**config.mk**
```make
export PLATFORM = sky130hd
export DESIGN_NAME = rr_arbiter_n_flat
export DESIGN_NICKNAME = d
export VERILOG_FILES = /design/src/rtl/rr_arbiter_n_if.sv /design/src/rtl/rr_arbiter_n.sv /design/src/flat_wrapper.sv
export SDC_FILE = /design/constraint.sdc
export NUM_CORES = 1
export LEC_CHECK = 0
export CAP_MARGIN = 20
export CORE_AREA = 3 3 48 50
export CTS_CLUSTER_SIZE = 24
export DETAILED_ROUTE_END_ITERATION = 16
export DIE_AREA = 0 0 51 53
export DONT_BUFFER_PORTS = 1
export HOLD_SLACK_MARGIN = 0.15
export PLACE_DENSITY = 0.53
export SETUP_SLACK_MARGIN = 0.4
export SLEW_MARGIN = 20
export SYNTH_ARGS = -nofsm -noshare
export SYNTH_HDL_FRONTEND = slang
export SYNTH_SLANG_ARGS = --single-unit
```
**constraint.sdc**
```tcl
create_clock -name clock -period 3 [get_ports clock]
set_clock_uncertainty 0.15 [all_clocks]
set_input_delay 0.45 -clock clock [delete_from_list [all_inputs] [get_ports clock]]
set_output_delay 0.45 -clock clock [all_outputs]
set_load 0.05 [all_outputs]
```
**src/rtl/rr_arbiter_n_if.sv**
```systemverilog
// ---------------------------------------------------------------------------
// rr_arbiter_n_if
//   Request/grant bundle between N request sources and the round-robin
//   arbiter guarding a single shared resource.
//
//   Signals:
//     req         N    request vector, bit i = requester i wants the resource
//     grant       N    registered one-hot (or zero) grant vector
//     grant_id    IDW  index of the granted requester, 0 when nothing granted
//     grant_valid 1    OR of grant
//
//   Modports:
//     master  request side (drives req, observes the grant)
//     slave   arbiter side (observes req, drives the grant)
// ---------------------------------------------------------------------------
interface rr_arbiter_n_if #(
    parameter int N = 4
);
    localparam int IDW = $clog2(N);

    logic [N-1:0]   req;
    logic [N-1:0]   grant;
    logic [IDW-1:0] grant_id;
    logic           grant_valid;

    modport master (
        output req,
        input  grant,
        input  grant_id,
        input  grant_valid
    );

    modport slave (
        input  req,
        output grant,
        output grant_id,
        output grant_valid
    );
endinterface : rr_arbiter_n_if

```
**src/rtl/rr_arbiter_n.sv**
```systemverilog
// ---------------------------------------------------------------------------
// rr_arbiter_n
//   N-way round-robin arbiter with a bounded grant hold. A requester keeps
//   the grant while it keeps requesting; under contention it is released
//   after MAX_HOLD consecutive cycles (MAX_HOLD = 0 means never forced off).
//   The next winner is found by searching from a rotating pointer that
//   always sits one past the most recent winner. All outputs are registered.
//
//   Ports:
//     clock  rising-edge clock
//     reset  synchronous, active-high reset
//     arb    rr_arbiter_n_if.slave: req in; grant, grant_id, grant_valid out
//
//   The interface instance must be built with the same N as this module.
// ---------------------------------------------------------------------------
module rr_arbiter_n #(
    parameter int N        = 4,
    parameter int MAX_HOLD = 4
) (
    input  logic          clock,
    input  logic          reset,
    rr_arbiter_n_if.slave arb
);
    localparam int IDW = $clog2(N);
    // Hold counter stores (cycles granted - 1), so it only needs to reach MAX_HOLD-1.
    localparam int CW  = (MAX_HOLD > 1) ? $clog2(MAX_HOLD) : 1;
    localparam logic [CW-1:0] CNT_LAST = (MAX_HOLD > 1) ? CW'(MAX_HOLD - 1) : '0;
    // With unlimited hold the counter is only informational; let it stick at all-ones.
    localparam logic [CW-1:0] CNT_SAT  = (MAX_HOLD == 0) ? '1 : CNT_LAST;

    // Registered state
    logic [N-1:0]   grant_q,       grant_d;
    logic [IDW-1:0] grant_id_q,    grant_id_d;
    logic           grant_valid_q, grant_valid_d;
    logic [IDW-1:0] ptr_q,         ptr_d;
    logic [CW-1:0]  cnt_q,         cnt_d;

    // Arbitration helpers
    logic           holder_req;
    logic           others_req;
    logic           hold_ok;
    logic           keep;
    logic           found;
    logic [IDW-1:0] winner;
    logic [IDW:0]   cand;

    always_comb begin
        // NOTE: every signal assigned here gets a default first, so no path
        // through the block leaves a value unassigned and no latch is inferred.
        grant_d       = grant_q;
        grant_id_d    = grant_id_q;
        grant_valid_d = grant_valid_q;
        ptr_d         = ptr_q;
        cnt_d         = cnt_q;
        found         = 1'b0;
        winner        = '0;
        cand          = '0;

        holder_req = |(arb.req & grant_q);
        others_req = |(arb.req & ~grant_q);
        hold_ok    = (MAX_HOLD == 0) || (cnt_q < CNT_LAST);
        keep       = grant_valid_q && holder_req && (hold_ok || !others_req);

        // Rotating search: index ptr, ptr+1, ... wrapped mod N; first hit wins.
        for (int k = 0; k < N; k++) begin
            cand = {1'b0, ptr_q} + (IDW + 1)'(k);
            if (cand >= (IDW + 1)'(N)) begin
                cand = cand - (IDW + 1)'(N);
            end
            if (!found && arb.req[cand[IDW-1:0]]) begin
                found  = 1'b1;
                winner = cand[IDW-1:0];
            end
        end

        if (keep) begin
            if (cnt_q != CNT_SAT) begin
                cnt_d = cnt_q + 1'b1;
            end
        end else if (found) begin
            grant_d       = {{(N - 1){1'b0}}, 1'b1} << winner;
            grant_id_d    = winner;
            grant_valid_d = 1'b1;
            cnt_d         = '0;
            // Pointer moves one past the winner, so the winner is searched last next time.
            ptr_d         = (winner == IDW'(N - 1)) ? '0 : winner + 1'b1;
        end else begin
            grant_d       = '0;
            grant_id_d    = '0;
            grant_valid_d = 1'b0;
            cnt_d         = '0;
        end
    end

    // NOTE: state flops use non-blocking assignments so every flop samples
    // the pre-edge values; reset is synchronous and overrides any request.
    always_ff @(posedge clock) begin
        if (reset) begin
            grant_q       <= '0;
            grant_id_q    <= '0;
            grant_valid_q <= 1'b0;
            ptr_q         <= '0;
            cnt_q         <= '0;
        end else begin
            grant_q       <= grant_d;
            grant_id_q    <= grant_id_d;
            grant_valid_q <= grant_valid_d;
            ptr_q         <= ptr_d;
            cnt_q         <= cnt_d;
        end
    end

    assign arb.grant       = grant_q;
    assign arb.grant_id    = grant_id_q;
    assign arb.grant_valid = grant_valid_q;

endmodule : rr_arbiter_n

```
**src/flat_wrapper.sv**
```systemverilog
// flat-port wrapper written by rule: the top's interface ports become plain ports
module rr_arbiter_n_flat 
#(
    parameter int N        = 4,
    parameter int MAX_HOLD = 4
)
  (clock, reset, arb_req, arb_grant, arb_grant_id, arb_grant_valid);
  rr_arbiter_n_if #(.N(N)) arb_i ();
  input  logic clock;
  input  logic reset;
  input wire logic [$bits(arb_i.req)-1:0] arb_req;
  output wire logic [$bits(arb_i.grant)-1:0] arb_grant;
  output wire logic [$bits(arb_i.grant_id)-1:0] arb_grant_id;
  output wire logic [$bits(arb_i.grant_valid)-1:0] arb_grant_valid;
  assign arb_i.req = arb_req;
  assign arb_grant = arb_i.grant;
  assign arb_grant_id = arb_i.grant_id;
  assign arb_grant_valid = arb_i.grant_valid;
  rr_arbiter_n #(.N(N), .MAX_HOLD(MAX_HOLD)) u_core (.clock(clock), .reset(reset), .arb(arb_i));
endmodule
```
==> flow_summary.json, run 1 <==
{
  "max_slew_margin_pct": 56.6,
  "synth-edff-count": 0,
  "holdPathStages": 2,
  "dieHeight_um": 53,
  "grt_pass1_vias": 497,
  "hold_path.startpoint": "arb_req[3]",
  "syn_nets": 80,
  "reg2reg_depth": 6,
  "min_to": "u_core.arb.grant_valid$_SDFFE_PP0N_",
  "synth_area_leaders": "dfxtp_1 34%, ha_1 9.5%, a21oi_1 7.6%",
  "drt-total-wl_mm": 1.27,
  "synth_cell_types": 25,
  "rows": 16,
  "r2r_end": "u_core.ptr_q[0]$_SDFFE_PP0P_",
  "cp.required_ns": 2.98,
  "clk_path_buf_depth": 2,
  "post_synth_most_frequent_cells": "11 x dfxtp_1, 10 x a21oi_1, 6 x inv_1",
  "start_kind": "flip-flop",
  "post_cts_resized": 0,
  "min_path_type": "in -> reg",
  "tns_ns": 0,
  "die_w_um": 51,
  "rsz0062_at_grt": "no",
  "n_antenna_cell": 0,
  "power_uw": 468,
  "max_stage_delay_ns": 0.45,
  "async_reset_ff_share_pct": 0,
  "path_max_fanout": 12,
  "drcViolationCount": 0,
  "finalNonFillerCells": 103,
  "syn_inst": 69,
  "hold_ws_ns": 0.191,
  "yosysTopAreaCell": "dfxtp_1",
  "clkTransAtPathRegs_ns": 0.07,
  "cap_violations": 0,
  "cts.sinks": 11,
  "area_growth_pct": 13.0,
  "grt_start_max_net_pins": 13,
  "worst-path-buf-inv": 1,
  "cp-end-kind": "flip-flop",
  "yosysMostFrequentCell": "dfxtp_1",
  "finalSetupViolations": 0,
  "synthFlopType": "dfxtp_1",
  "drtIter0Drc": 5,
  "worst_pin_slew_ns": 0.650,
  "hold_viol": 0,
  "drive_gt1_share_pct": 19.7,
  "synth.top_cell.area_share_pct": 33.5,
  "fmaxAchievable_mhz": 499,
  "insertion_delay_ns": 0.26,
  "synth_area_per_cell_um2": 9.52,
  "synth_seq_cells": 11,
  "placedInstanceArea_um2": 706,
  "fin_crit_ns": 2.00,
  "ios": 13,
  "port_buffers": 0,
  "dp.cells": 98,
  "overflow": 0,
  "syn-cell-area_um2": 657,
  "worst_slack_ns": 0.997,
  "cp_top_family": "compound AO/OA/AOI/OAI gates",
  "antenna_found_initial": 0,
  "coreArea_um2": 1940,
  "vias": 513,
  "crit_path_cell_trace": "buf_4 > nor2b_4 > o41ai_4 > nand3_2 > a21oi_1 > a211oi_2",
  "grt_pass1_wl_mm": 2.13,
  "track_usage_pct": 10.9,
  "cts-root-buf": "clkbuf_4",
  "dieArea_um2": 2700,
  "start_util_pct": 33.8,
  "avgRoutedWirePerCell_um": 12.3,
  "finalCritPeriodShare_pct": 66.8,
  "crit_slowest_cell": "o41ai_4",
  "viasPerCell": 4.98,
  "cts_max_level": 1,
  "cp.arrival_ns": 1.99,
  "reg2reg_slack_ns": 1.0,
  "yosys_warnings": 0,
  "cts_inserted_buffers": 3,
  "final_area_um2": 742,
  "final_antenna_net_count": 0,
  "irDropWorstVdd_uv": 313,
  "critical_path_class": "reg -> reg",
  "dr.pass1.iters": 4,
  "dp_hpwl_um": 971,
  "status": "finished clean",
  "post_cts_buffers": 0,
  "worstReg2RegStart": "u_core.arb.grant[1]$_SDFFE_PP0N_",
  "seq_area_frac_synth_pct": 33.5,
  "pre_cts_ws_ns": 0.991,
  "slew_violations": 0,
  "fin_nets": 88,
  "place.gp.congestion": 0.788,
  "cts_tree": "done",
  "fin_util_pct": 38.2,
  "power_density_nw_per_um2": 630,
  "p_leak_nw": 0.312
}
-- sequential cells by signal (all words and copies together), names as in the netlist --
register                count
u_core.ptr_q                2
u_core.arb.grant            4
u_core.cnt_q                2
u_core.arb.grant_valid      1
u_core.arb.grant_id         2
-- layer usage --
metal  track usage (%)  vias up  part of all wire [%]
met3              3.10        2                   7.2
met4              8.07        0                   1.4
met1              14.1      230                    50
met2              15.2       16                    41
met5                 0        -                     0
li1                  -      265                     -
-- timing repair --
item / 4_1_cts / 5_1_grt
hold buffers: 1 / 0
hold endpoints to repair: 11 / 0
setup endpoints to repair: 0 / 0
-- cells in the final DEF (no fill, tap or decap) --
cell | Yosys | final
clkbuf_4 | 0 | 3
a21oi_1 | 10 | 10
o21ai_0 | 1 | 1
nor4_1 | 1 | 1
a221oi_2 | 1 | 1
nand4_1 | 4 | 4
nor3_2 | 2 | 2
a21bo_1 | 1 | 1
buf_4 | 0 | 4
nand2b_1 | 2 | 2
xor2_1 | 1 | 1
dlygate4sd3_1 | 0 | 1
a22o_1 | 1 | 1
dfxtp_1 | 11 | 11
nor2_1 | 3 | 3
nor2b_4 | 2 | 2
nand2_1 | 1 | 1
nand3_1 | 5 | 5
nand3_2 | 1 | 1
inv_1 | 6 | 6
nor2b_1 | 2 | 2
a22oi_1 | 2 | 2
clkbuf_1 | 1 | 1
o41ai_4 | 1 | 1
mux2i_1 | 3 | 3
a211oi_2 | 1 | 1
ha_1 | 5 | 5
-- logic make-up after synthesis --
group           synth area share (%)
fa+ha+maj                       9.52
compound gates                  21.9
mux                             4.57
simple gates                    23.4
buf+inv                         5.71
xor+xnor                        1.33
flops                           33.5
-- how the worst max path moves through the flow --
stage | slack (ns) | cells after the start | endpoint | start
after global placement | 1.04 | 6 | u_core.ptr_q[0]$_SDFFE_PP0P_ | u_core.arb.grant[1]$_SDFFE_PP0N_
final | 1.0 | 6 | u_core.ptr_q[0]$_SDFFE_PP0P_ | u_core.arb.grant[1]$_SDFFE_PP0N_
after CTS | 0.98 | 6 | u_core.ptr_q[0]$_SDFFE_PP0P_ | u_core.arb.grant[1]$_SDFFE_PP0N_
after detailed placement | 0.99 | 6 | u_core.ptr_q[0]$_SDFFE_PP0P_ | u_core.arb.grant[1]$_SDFFE_PP0N_
after floorplan | 1.0 | 6 | u_core.arb.grant_id[0]$_SDFFE_PP0N_ | u_core.arb.grant[1]$_SDFFE_PP0N_
after global routing | 0.88 | 6 | u_core.ptr_q[1]$_SDFFE_PP0P_ | u_core.arb.grant[1]$_SDFFE_PP0N_
-- final cells by class --
type                       count  area, µm²
tap                           27       33.8
multi-input combinational     50        399
fill                         217       1200
sequential                    11        220
inverter                       6       22.5
timing repair buffer           5       40.0
clock buffer                   4       26.3
-- report_power, final --
part | internal (mW) | switching, mW | leakage (nW)
Clock | 0.0514 | 0.0492 | 0.0150
Sequential | 0.168 | 0.0348 | 0.0906
Combinational | 0.0585 | 0.106 | 0.207
No activity file was read; power rests on OpenSTA's default activity.
==> inputs of run 2 (changes only) <==
==> constraint.sdc (replaced) <==
create_clock -name clock -period 2.05 [get_ports clock]
set_clock_uncertainty 0.15 [all_clocks]
set_input_delay 0.3075 -clock clock [delete_from_list [all_inputs] [get_ports clock]]
set_output_delay 0.3075 -clock clock [all_outputs]
set_load 0.05 [all_outputs]
==> flow_summary.json, run 2 (synthesized netlist as in run 1, its figures left out) <==
{
  "critical_path_class": "reg -> reg",
  "hold_viol": 10,
  "fin_crit_ns": 1.71,
  "power_density_nw_per_um2": 895,
  "antenna_found_initial": 0,
  "p_switching_uw": 304,
  "largest_register_ffs": 4,
  "path_max_fanout": 6,
  "crit_path_cell_trace": "nor2b_4 > o41ai_4 > nand3_4 > a21bo_1 > a21oi_1",
  "cts_tree": "done",
  "cp.required_ns": 2.10,
  "final_common_cell": "a21oi_1",
  "cts_hold_buf": 1,
  "power_frac_seq_pct": 45.8,
  "finalNonFillerCells": 108,
  "dr.pass1.iters": 4,
  "overflow": 0,
  "area_growth_pct": 26.5,
  "dieHeight_um": 53,
  "min_path_type": "in -> reg",
  "final_antenna_net_count": 0,
  "port_buffers": 0,
  "reg2reg_slack_ns": 0.34,
  "crit_path_start": "u_core.arb.grant[0]$_SDFFE_PP0N_",
  "n_antenna_cell": 0,
  "cts_max_level": 1,
  "avgRoutedWirePerCell_um": 14.1,
  "die_w_um": 51,
  "start_kind": "flip-flop",
  "max_slew_margin_pct": 65.8,
  "grt_pass1_vias": 560,
  "hold_ws_ns": -0.0623,
  "cp-end-kind": "flip-flop",
  "viasPerCell": 5.27,
  "coreArea_um2": 1940,
  "p_leak_nw": 0.340,
  "p_clk_share_pct": 20.2,
  "worst_pin_slew_ns": 0.513,
  "cp.arrival_ns": 1.76,
  "clkTransAtPathRegs_ns": 0.07,
  "violations": "negative hold slack",
  "drt-total-wl_mm": 1.52,
  "grt_start_max_net_pins": 12,
  "endpoint": "u_core.ptr_q[1]$_SDFFE_PP0P_",
  "p_int_uw": 440,
  "worstReg2RegStart": "u_core.arb.grant[0]$_SDFFE_PP0N_",
  "rows": 16,
  "drive_gt1_share_pct": 37.0,
  "r2r_end": "u_core.ptr_q[1]$_SDFFE_PP0P_",
  "start_util_pct": 33.8,
  "max_stage_delay_ns": 0.47,
  "irDropWorstVdd_uv": 499,
  "cts.sinks": 11,
  "place.gp.congestion": 0.667,
  "ios": 13,
  "finalCritPeriodShare_pct": 83.2,
  "comb_power_share_pct": 34.0,
  "drtIter0Drc": 18,
  "tns_ns": 0,
  "insertion_delay_ns": 0.27,
  "finalSetupViolations": 0,
  "drcViolationCount": 0,
  "clk_path_buf_depth": 2,
  "grt_pass1_wl_mm": 2.40,
  "cts_inserted_buffers": 3,
  "dp_hpwl_um": 995,
  "vias": 569,
  "fmaxAchievable_mhz": 586,
  "final_cell_mix": "9 x a21oi_1, 8 x buf_4, 6 x dfxtp_1",
  "cap_violations": 0,
  "swShare_pct": 40.9,
  "dieArea_um2": 2700,
  "fin_nets": 93,
  "track_usage_pct": 12.0,
  "slew_violations": 0,
  "dp.cells": 98,
  "rsz0062_at_grt": "yes",
  "crit_slowest_cell": "dfxtp_4",
  "status": "complete, but fails checks",
  "reg2reg_depth": 5,
  "cts-root-buf": "clkbuf_4"
}
run 2: changes by cell type in the layout (fill, tap and decap cells not counted), sizes merged:
cell | before | now
buf | 4 | 8
nand3 | 6 | 7
run 2: how the worst min path moves through the flow:
stage,startpoint,endpoint,slack [ns],cells after the start
6_report,reset,u_core.ptr_q[0]$_SDFFE_PP0P_,-0.06,1
5_1_grt,reset,u_core.arb.grant[3]$_SDFFE_PP0N_,-0.08,1
4_1_cts,reset,u_core.ptr_q[0]$_SDFFE_PP0P_,-0.07,1
3_5_place_dp,reset,u_core.arb.grant[3]$_SDFFE_PP0N_,0.22,1
3_3_place_gp,reset,u_core.arb.grant[1]$_SDFFE_PP0N_,0.22,1
2_1_floorplan,reset,u_core.cnt_q[1]$_SDFFE_PP0N_,0.23,1
run 2: worst max-delay path: cells and delay by family, from the launching register on:
| kind | cells | cell delay (ns) |
|---|---|---|
| and+or+nand+nor | 2 | 0.22 |
| DFF | 1 | 0.47 |
| AOI/OAI and AO/OA | 3 | 0.79 |
run 2: metrics by stage:
step / total power, mW / area (µm²) / worst slack [ns] / util [%] / hold slack (ns)
floorplan: 0.504 / 679 / 0.338 / - / 0.227
global placement: 0.535 / 728 / 0.251 / 37.5 / 0.220
detailed placement: 0.538 / 728 / 0.225 / 37.5 / 0.221
CTS: 0.729 / 813 / 0.360 / 41.9 / -0.0743
global route: 0.788 / 831 / 0.240 / 42.8 / -0.0813
finish: 0.744 / 831 / 0.345 / 42.8 / -0.0623
run 2: timing repair:
| item | in CTS | in global routing |
|---|---|---|
| hold endpoints to repair | 11 | 10 |
| pin swaps | 4 | 5 |
| setup endpoints to repair | 8 | 10 |
| setup buffers | 3 | 1 |
| gates resized for setup | 6 | 1 |
| gates cloned | 0 | 1 |
run 2: final cells by class:
type	instances	area, µm²
Timing Repair Buffer	9	70.1
Multi-Input combinational cell	51	442
Clock buffer	4	26.3
Tap cell	27	33.8
Sequential cell	11	236
Fill cell	214	1110
Inverter	6	22.5
run 2: power groups by stage:
stage / combinational [mW] / sequential [mW] / clock, mW
3_3_place_gp: 0.195 / 0.340 / 0
5_1_grt: 0.273 / 0.347 / 0.169
2_1_floorplan: 0.146 / 0.358 / 0
3_5_place_dp: 0.197 / 0.341 / 0
6_report: 0.253 / 0.341 / 0.151
4_1_cts: 0.233 / 0.340 / 0.156
run 2: per-layer routing:
metal	up-vias	track usage [%]	part of all wire, %
met5	-	0	0
met3	6	4.23	8.4
met1	260	12.8	42
li1	275	-	-
met2	28	19.7	47
met4	0	8.07	2.8
==> inputs of run 3 (changes only) <==
--- a/config.mk
+++ b/config.mk
@@ -12,7 +12,7 @@
 export DIE_AREA = 0 0 51 53
 export DONT_BUFFER_PORTS = 1
 export HOLD_SLACK_MARGIN = 0.15
-export PLACE_DENSITY = 0.53
+export PLACE_DENSITY = 0.55
 export SETUP_SLACK_MARGIN = 0.4
 export SLEW_MARGIN = 20
 export SYNTH_ARGS = -nofsm -noshare
==> constraint.sdc (replaced) <==
create_clock -name clock -period 1.4 [get_ports clock]
set_clock_uncertainty 0.15 [all_clocks]
set_input_delay 0.21 -clock clock [delete_from_list [all_inputs] [get_ports clock]]
set_output_delay 0.21 -clock clock [all_outputs]
set_load 0.05 [all_outputs]
==> flow_summary.json, run 3 (synthesized netlist as in run 1, its figures left out) <==
{
  "status": "complete, but fails checks",
  "violations": "negative hold slack, negative setup slack",
  "power_frac_seq_pct": 32.5,
  "final_antenna_net_count": 0,
  "clk_path_buf_depth": 2,
  "p_leak_nw": 0.455,
  "drt-total-wl_mm": 1.78,
  "port_buffers": 0,
  "cts_max_level": 1,
  "dp.cells": 112,
  "cp-end-kind": "flip-flop",
  "p_int_uw": 813,
  "coreArea_um2": 1940,
  "power_mw": 1.33,
  "largest_register_ffs": 4,
  "cp.required_ns": 1.45,
  "n_antenna_cell": 0,
  "fin_util_pct": 57.9,
  "dr.pass1.iters": 5,
  "dieHeight_um": 53,
  "busiest_layer": "met2",
  "start_util_pct": 33.8,
  "finalCritPeriodShare_pct": 115,
  "critical_path_class": "reg -> reg",
  "worst_slack_ns": -0.211,
  "final_common_cell": "buf_4",
  "fin_nets": 107,
  "rsz0062_at_grt": "yes",
  "irDropWorstVdd_uv": 844,
  "fin_crit_ns": 1.61,
  "p_switching_uw": 514,
  "cp.arrival_ns": 1.66,
  "antenna_found_initial": 0,
  "dp_hpwl_mm": 1.12,
  "hold_ws_ns": -0.164,
  "worst_pin_slew_ns": 0.354,
  "grt_use_met2_pct": 23.8,
  "drtIter0Drc": 2,
  "max_slew_margin_pct": 76.4,
  "ios": 13,
  "drcViolationCount": 0,
  "grt_util_met1_pct": 17.6,
  "grt_start_max_net_pins": 12,
  "insertion_delay_ns": 0.27,
  "min_path_type": "in -> reg",
  "viasPerCell": 5.10,
  "swShare_pct": 38.7,
  "cts-root-buf": "clkbuf_4",
  "area_growth_pct": 71.0,
  "cts_tree": "done",
  "cap_violations": 0,
  "finalNonFillerCells": 122,
  "comb_power_share_pct": 50.9,
  "hold_viol": 11,
  "power_density_nw_per_um2": 1180,
  "die_w_um": 51,
  "avgRoutedWirePerCell_um": 14.6,
  "p_clk_share_pct": 16.7,
  "grt_pass1_vias": 675,
  "grtUsageMet3_pct": 5.35,
  "path_max_fanout": 4,
  "start_kind": "flip-flop",
  "place.gp.congestion": 0.782,
  "overflow": 0,
  "fmaxAchievable_mhz": 621,
  "drive_gt1_share_pct": 65.3,
  "vias": 622,
  "rows": 16,
  "fillers": 176,
  "cts.sinks": 11,
  "cts_inserted_buffers": 3,
  "clkTransAtPathRegs_ns": 0.07,
  "grt_pass1_wl_mm": 2.97,
  "final_cell_mix": "10 x buf_4, 7 x a21oi_2, 6 x buf_12, 6 x dfxtp_4",
  "finalSetupViolations": 10,
  "track_usage_pct": 15.1,
  "dieArea_um2": 2700,
  "slew_violations": 0
}
run 3: cell types whose count changed in the layout (fill, tap and decap cells not counted), sizes merged:
cell / delta
dlygate4sd3: -1
buf: +15
run 3: repair_timing:
action | CTS | global route
setup buffers | 4 | 1
gates cloned | 1 | 0
pin swaps | 10 | 13
hold endpoints to repair | 11 | 11
endpoints found under the setup margin | 17 | 17
gates resized for setup | 36 | 13
run 3: cell type report:
class	count	area, µm²	area share (%)
Clock buffer	4	26.3	2.34
Inverter	6	22.5	2.00
Multi-Input combinational cell	51	509	45.3
Sequential cell	11	246	21.9
Tap cell	27	33.8	3.01
Timing Repair Buffer	23	285	25.4
run 3: layer usage:
layer  routed length [µm]  vias to the layer above
met2                  960                       18
met4                   31                        0
li1                     -                      308
met1                  702                      292
met5                    0                        -
met3                   88                        4
run 3: worst paths after layout:
kind	depth (start not counted)	slack (ns)	endpoint	startpoint
setup reg to reg	6	-0.21	u_core.arb.grant[1]$_SDFFE_PP0N_	u_core.ptr_q[0]$_SDFFE_PP0P_
hold reg to reg	2	0.40	u_core.cnt_q[1]$_SDFFE_PP0N_	u_core.cnt_q[1]$_SDFFE_PP0N_
setup / recovery	6	-0.21	u_core.arb.grant[1]$_SDFFE_PP0N_	u_core.ptr_q[0]$_SDFFE_PP0P_
hold / removal	1	-0.16	u_core.arb.grant[0]$_SDFFE_PP0N_	reset
run 3: critical path, cell delays in order (launching register included):
cell and delay [ns]:
dfxtp_2 0.33, inv_2 0.04, a22o_1 0.23, a221oi_4 0.36
ha_2 0.27, nand3_2 0.06, a21oi_1 0.11
run 3: power by group through the flow:
stage | logic (mW) | clock network (mW) | registers [mW]
after CTS | 0.612 | 0.228 | 0.425
after floorplan | 0.214 | 0 | 0.524
after detailed placement | 0.473 | 0 | 0.414
after global routing | 0.729 | 0.257 | 0.439
after global placement | 0.468 | 0 | 0.412
final | 0.675 | 0.221 | 0.431
run 3: per-stage QoR:
| stage | hold WS, ns | TNS (ns) | instance area, µm² | worst slack, ns |
|---|---|---|---|---|
| final | -0.164 | -1.57 | 1120 | -0.211 |
| after global routing | -0.194 | -2.41 | 1120 | -0.296 |
| after CTS | -0.167 | -1.65 | 1070 | -0.203 |
| after detailed placement | 0.123 | -2.12 | 835 | -0.269 |
| after global placement | 0.122 | -1.95 | 835 | -0.240 |
| after floorplan | 0.130 | -2.39 | 681 | -0.292 |
